===== src/rtl/braille_pkg.sv =====
// braille_pkg: shared widths, limits and FSM state encoding for the Braille session controller.
package braille_pkg;
  localparam int DOT_W     = 6;
  localparam int IDX_W     = 5;
  localparam int MAX_CHARS = 32;
  typedef enum logic [2:0] {ST_IDLE, ST_SHOW, ST_ANSWER, ST_FEEDBACK, ST_DONE} state_t;
endpackage


===== src/rtl/sec_dwell_timer.sv =====
// sec_dwell_timer: counts 1 s ticks since the last clear and pulses expire on the limit-th tick.
module sec_dwell_timer (
  input  logic       clk,
  input  logic       rst,
  input  logic       clear,
  input  logic       timeout1s,
  input  logic [3:0] limit,
  output logic       expire
);
  logic [3:0] r_cnt;
  always_ff @(posedge clk or posedge rst)
    if (rst) r_cnt <= '0;
    else if (clear) r_cnt <= '0;
    else if (timeout1s) r_cnt <= r_cnt + 4'd1;
  assign expire = timeout1s && (r_cnt == limit - 4'd1);
endmodule


===== src/rtl/braille_session_ctrl.sv =====
// braille_session_ctrl: sequences show / answer / feedback per character and keeps a saturating score.
module braille_session_ctrl
  import braille_pkg::*;
#(
  parameter int SHOW_SECS   = 2,
  parameter int ANSWER_SECS = 5,
  parameter int FB_SECS     = 1,
  parameter int NUM_CHARS   = 26,
  parameter int SCORE_W     = 6
) (
  input  logic               clk,
  input  logic               rst,
  input  logic               timeout1s,
  input  logic               start,
  input  logic               submit,
  input  logic [DOT_W-1:0]   dots_in,
  input  logic [DOT_W-1:0]   char_pattern,
  output logic [IDX_W-1:0]   char_idx,
  output logic               show_en,
  output logic               prompt,
  output logic               correct,
  output logic               wrong,
  output logic [SCORE_W-1:0] score,
  output logic               busy,
  output logic               done
);
  state_t r_state, w_nxt;
  logic w_exp, w_match, w_last, w_clr, w_start, w_fb_hold;
  logic w_correct, w_wrong;
  logic [3:0] w_limit;
  logic [IDX_W-1:0] w_idx;
  logic [SCORE_W-1:0] w_score;
  assign w_match = dots_in == char_pattern;
  assign w_last  = char_idx == IDX_W'(NUM_CHARS - 1);
  assign w_limit = r_state == ST_SHOW   ? 4'(SHOW_SECS)
                 : r_state == ST_ANSWER ? 4'(ANSWER_SECS) : 4'(FB_SECS);
  // Any state change restarts the dwell count so each state sees a fresh count of 0.
  assign w_clr = w_nxt != r_state;
  sec_dwell_timer u_timer (
    .clk      (clk),
    .rst      (rst),
    .clear    (w_clr),
    .timeout1s(timeout1s),
    .limit    (w_limit),
    .expire   (w_exp)
  );
  always_ff @(posedge clk or posedge rst)
    if (rst) begin
      r_state  <= ST_IDLE;
      char_idx <= '0;
      score    <= '0;
      show_en  <= 1'b0;
      prompt   <= 1'b0;
      correct  <= 1'b0;
      wrong    <= 1'b0;
      busy     <= 1'b0;
      done     <= 1'b0;
    end else begin
      r_state  <= w_nxt;
      char_idx <= w_idx;
      score    <= w_score;
      show_en  <= w_nxt == ST_SHOW;
      prompt   <= w_nxt == ST_ANSWER;
      correct  <= w_correct;
      wrong    <= w_wrong;
      busy     <= w_nxt != ST_IDLE && w_nxt != ST_DONE;
      done     <= w_nxt == ST_DONE;
    end
  always_comb begin
    w_nxt = r_state;
    case (r_state)
      ST_IDLE, ST_DONE: w_nxt = start ? ST_SHOW : r_state;
      ST_SHOW:          w_nxt = w_exp ? ST_ANSWER : ST_SHOW;
      ST_ANSWER:        w_nxt = (submit || w_exp) ? ST_FEEDBACK : ST_ANSWER;
      ST_FEEDBACK:      w_nxt = !w_exp ? ST_FEEDBACK : w_last ? ST_DONE : ST_SHOW;
      default:          w_nxt = ST_IDLE;
    endcase
  end
  // Submit takes priority over an expiring tick in the same cycle.
  always_comb begin
    w_start   = (r_state == ST_IDLE || r_state == ST_DONE) && start;
    w_fb_hold = r_state == ST_FEEDBACK && w_nxt == ST_FEEDBACK;
    w_correct = r_state == ST_ANSWER ? submit && w_match : w_fb_hold && correct;
    w_wrong   = r_state == ST_ANSWER ? (submit ? !w_match : w_exp) : w_fb_hold && wrong;
    w_idx     = w_start ? '0
              : (r_state == ST_FEEDBACK && w_exp && !w_last) ? char_idx + IDX_W'(1) : char_idx;
    w_score   = w_start ? '0
              : (r_state == ST_ANSWER && submit && w_match && score != '1) ? score + SCORE_W'(1) : score;
  end
endmodule


===== config.mk =====
export PLATFORM = sky130hd
export DESIGN_NAME = braille_session_ctrl
export DESIGN_NICKNAME = d
export VERILOG_FILES = /design/src/rtl/braille_pkg.sv /design/src/rtl/sec_dwell_timer.sv /design/src/rtl/braille_session_ctrl.sv
export SDC_FILE = /design/constraint.sdc
export NUM_CORES = 1
export LEC_CHECK = 0
export BUFFER_PORTS_ARGS = -buffer_cell sky130_fd_sc_hd__buf_2
export CAP_MARGIN = 20
export CORE_MARGIN = 3
export CORE_UTILIZATION = 31
export CTS_BUF_LIST = sky130_fd_sc_hd__clkbuf_4 sky130_fd_sc_hd__clkbuf_8
export DETAILED_ROUTE_END_ITERATION = 12
export PLACE_DENSITY = 0.52
export SETUP_SLACK_MARGIN = 0.1
export SYNTH_ARGS = -nofsm -noshare
export SYNTH_HDL_FRONTEND = slang
export SYNTH_SLANG_ARGS = --single-unit

===== constraint.sdc =====
create_clock -name clk -period 5.1 [get_ports clk]
set_input_delay 0.255 -clock clk [delete_from_list [all_inputs] [get_ports clk]]
set_output_delay 0.255 -clock clk [all_outputs]
set_load 0.05 [all_outputs]

==> metrics <==
maximum number of pins on one net before global-route repair=25; critical path fanouts, max=6; Max Buffers Root-to-Sink=2; Final Util=0.397; Synth Flop Type=dfrtp_1; TritonRoute pass-1 iters=4; Power, Total=roughly 0.70 mW; post-synthesis average cell area=slightly below 10 um2; PD cells=about 420 mW/mm2; Placed Area=about 0.0016 mm2; PortBufs=33; drt total wl=about 3000 um; Tot GR Track Use=0.122; Max transition margin=0.377; top-count cell post-synth=dfrtp_1; vias post-DR=1146; global route overflow=0; Vias/cell=5.05; Initial Util=0.338; DRC Markers=0; setup violators final=0; worst-margin pin slew=roughly 930 ps; commonest cells in the synthesized netlist=24 x dfrtp_1, 12 x nor2_1, 10 x nand2_1, 8 x inv_1; type of element capturing the critical path=register; Worst Reg2Reg Path Length in Cells=5; Worst R2R End=char_idx[2]; Async SR Flop Fraction=1.00; H-tree Lvls=1; max-cap viol count=0; Gates resized, CTS repair=0; fin. max-slew vios=0; root buffer cell=clkbuf_8; Critical Path RT=roughly 5300 ps; filler cell count=roughly 430; Top Ports=34; pre-CTS setup slack=3130 ps; ant diodes=0; initial antenna violation count=0; Hold/Removal Path Class=in2async; Yosys warning total=0; # hold bufs at CTS=0; total core area=~0.0042 mm2; gp weighted congestion=around 0.81; outcome=finished, final reports clean; CP Launch Point=u_timer.r_cnt[1]; largest cells by area after synthesis=dfrtp_1 42%, xnor2_1 4.3%, mux2i_1 4.2%; fmax=just over 500 MHz; post-CTS setup buffers=0; post-route setup slack=3120 ps; cell taking the most area after synthesis=dfrtp_1; unrepaired setup endpoints after global routing=false; Final Cell Area=between 0.0015 and 0.002 mm2; sequential share of the synthesized area=0.423; maximum VDD drop=about 180 uV; Mapped Area=~0.0014 mm2; CTS tree=done; crit share post-route=0.389; vias in the first global route=around 1200; min cycle time layout=around 2000 ps; CP Class=reg2reg; first-pass GRT wire length=5230 um; startpoint class of the critical path=register; TritonCTS Buffers=3; syn nets=167; Die Area=0.00543 mm2; Routed WL per cell=approximately 13 um; Final #Nets=roughly 200; RR Startpoint=u_timer.r_cnt[1]; Worst Setup EP=char_idx[2]; Setup TNS=0 ps; flops & latches, synth=24; clk_skew=about 4.2 ps; Die X=roughly 74 um; 1st-iter DRT viols=81; Die Height=between 70 and 80 um; share of layout cells above drive strength 1=0.249; Post-synth EDFFs=0; r2r setup slk=3120 ps; # rows=23; DP HPWL=about 2300 um; Post-Syn Instances=146; Sink Count=24; final hold slack=181 ps; P&R area growth vs syn=17.4%; antenna viol nets, final=0; Worst-path clk slew=approximately 90 ps; Layout Cells excl Fill=227; Fin. Hold Viols=0; post-synth top area share=0.423; Worst-Skew Late Latency=270 ps; placed cell count=roughly 220; Pleak=0.837 nW; crit path DAT=2140 ps; post-synth cell types=40
==> placed cells by master (no fill, tap or decap), drive strengths merged, types with 2 or more instances in the layout <==
cell type,count
buf,33
dfrtp,24
nor2,14
nand2,10
inv,8
xnor2,7
nand4,7
nand2b,6
and3,6
mux2i,6
nor2b,5
xor2,5
nor3b,5
nand3,4
a21oi,4
a31oi,4
ha,4
clkbuf,4
nand3b,3
o22ai,2
nor3,2
o21ai,2
==> layout make-up <==
type | instances | area (um2) | area share
Inverter | 9 | 33.8 | 0.0203
Timing Repair Buffer | 33 | 165 | 0.0991
Multi-Input combinational cell | 107 | 749 | 0.450
Clock buffer | 4 | 55.1 | 0.0330
Sequential cell | 24 | 601 | 0.360
Tap cell | 50 | 62.6 | 0.0375
==> metal layers <==
layer	wire (um)	track usage	part of all wire
met5	0	0	0
met4	15	0.0221	0.0050
met3	176	0.0342	0.058
met2	1480	0.196	0.49
met1	1340	0.166	0.45
==> power breakdown <==
group          internal, mW  total [mW]  switching [mW]  leakage (nW)
clock                0.0689       0.131          0.0616        0.0288
sequential            0.229       0.292          0.0629         0.319
combinational         0.102       0.280           0.178         0.489
==> critical path: stages (launching register included) <==
cell and delay [ps]:
dfrtp_1 460, or4b_4 560, or4_4 570, nor2_4 100
xnor2_1 140, nor2_2 40
==> flip-flops by register name, summed over array words and instances, names as in the netlist <==
register and flops:
busy 1, char_idx 5, correct 1, done 1
prompt 1, r_state 3, score 6, show_en 1
u_timer.r_cnt 4, wrong 1
==> cell families (layout without fill, tap and decap cells) <==
family,Yosys count,after routing,synth area share
and+or+nand+nor,68,68,0.287
adders and majority gates,4,4,0.0352
buffers and inverters,15,46,0.0493
xor gates and xnor gates,12,12,0.0740
muxes,6,6,0.0423
AOI/OAI and AO/OA,17,17,0.0890
DFF,24,24,0.423
==> how the worst min path moves through the flow <==
stage,startpoint,endpoint,slack (ps),cells past startpoint
finish,rst,score[4],180,2
global route,rst,score[3],280,2
CTS,rst,score[4],230,2
detailed placement,rst,score[4],520,2
global placement,rst,score[4],500,2
floorplan,rst,busy,270,1
Power figures use the tool's default switching activity.
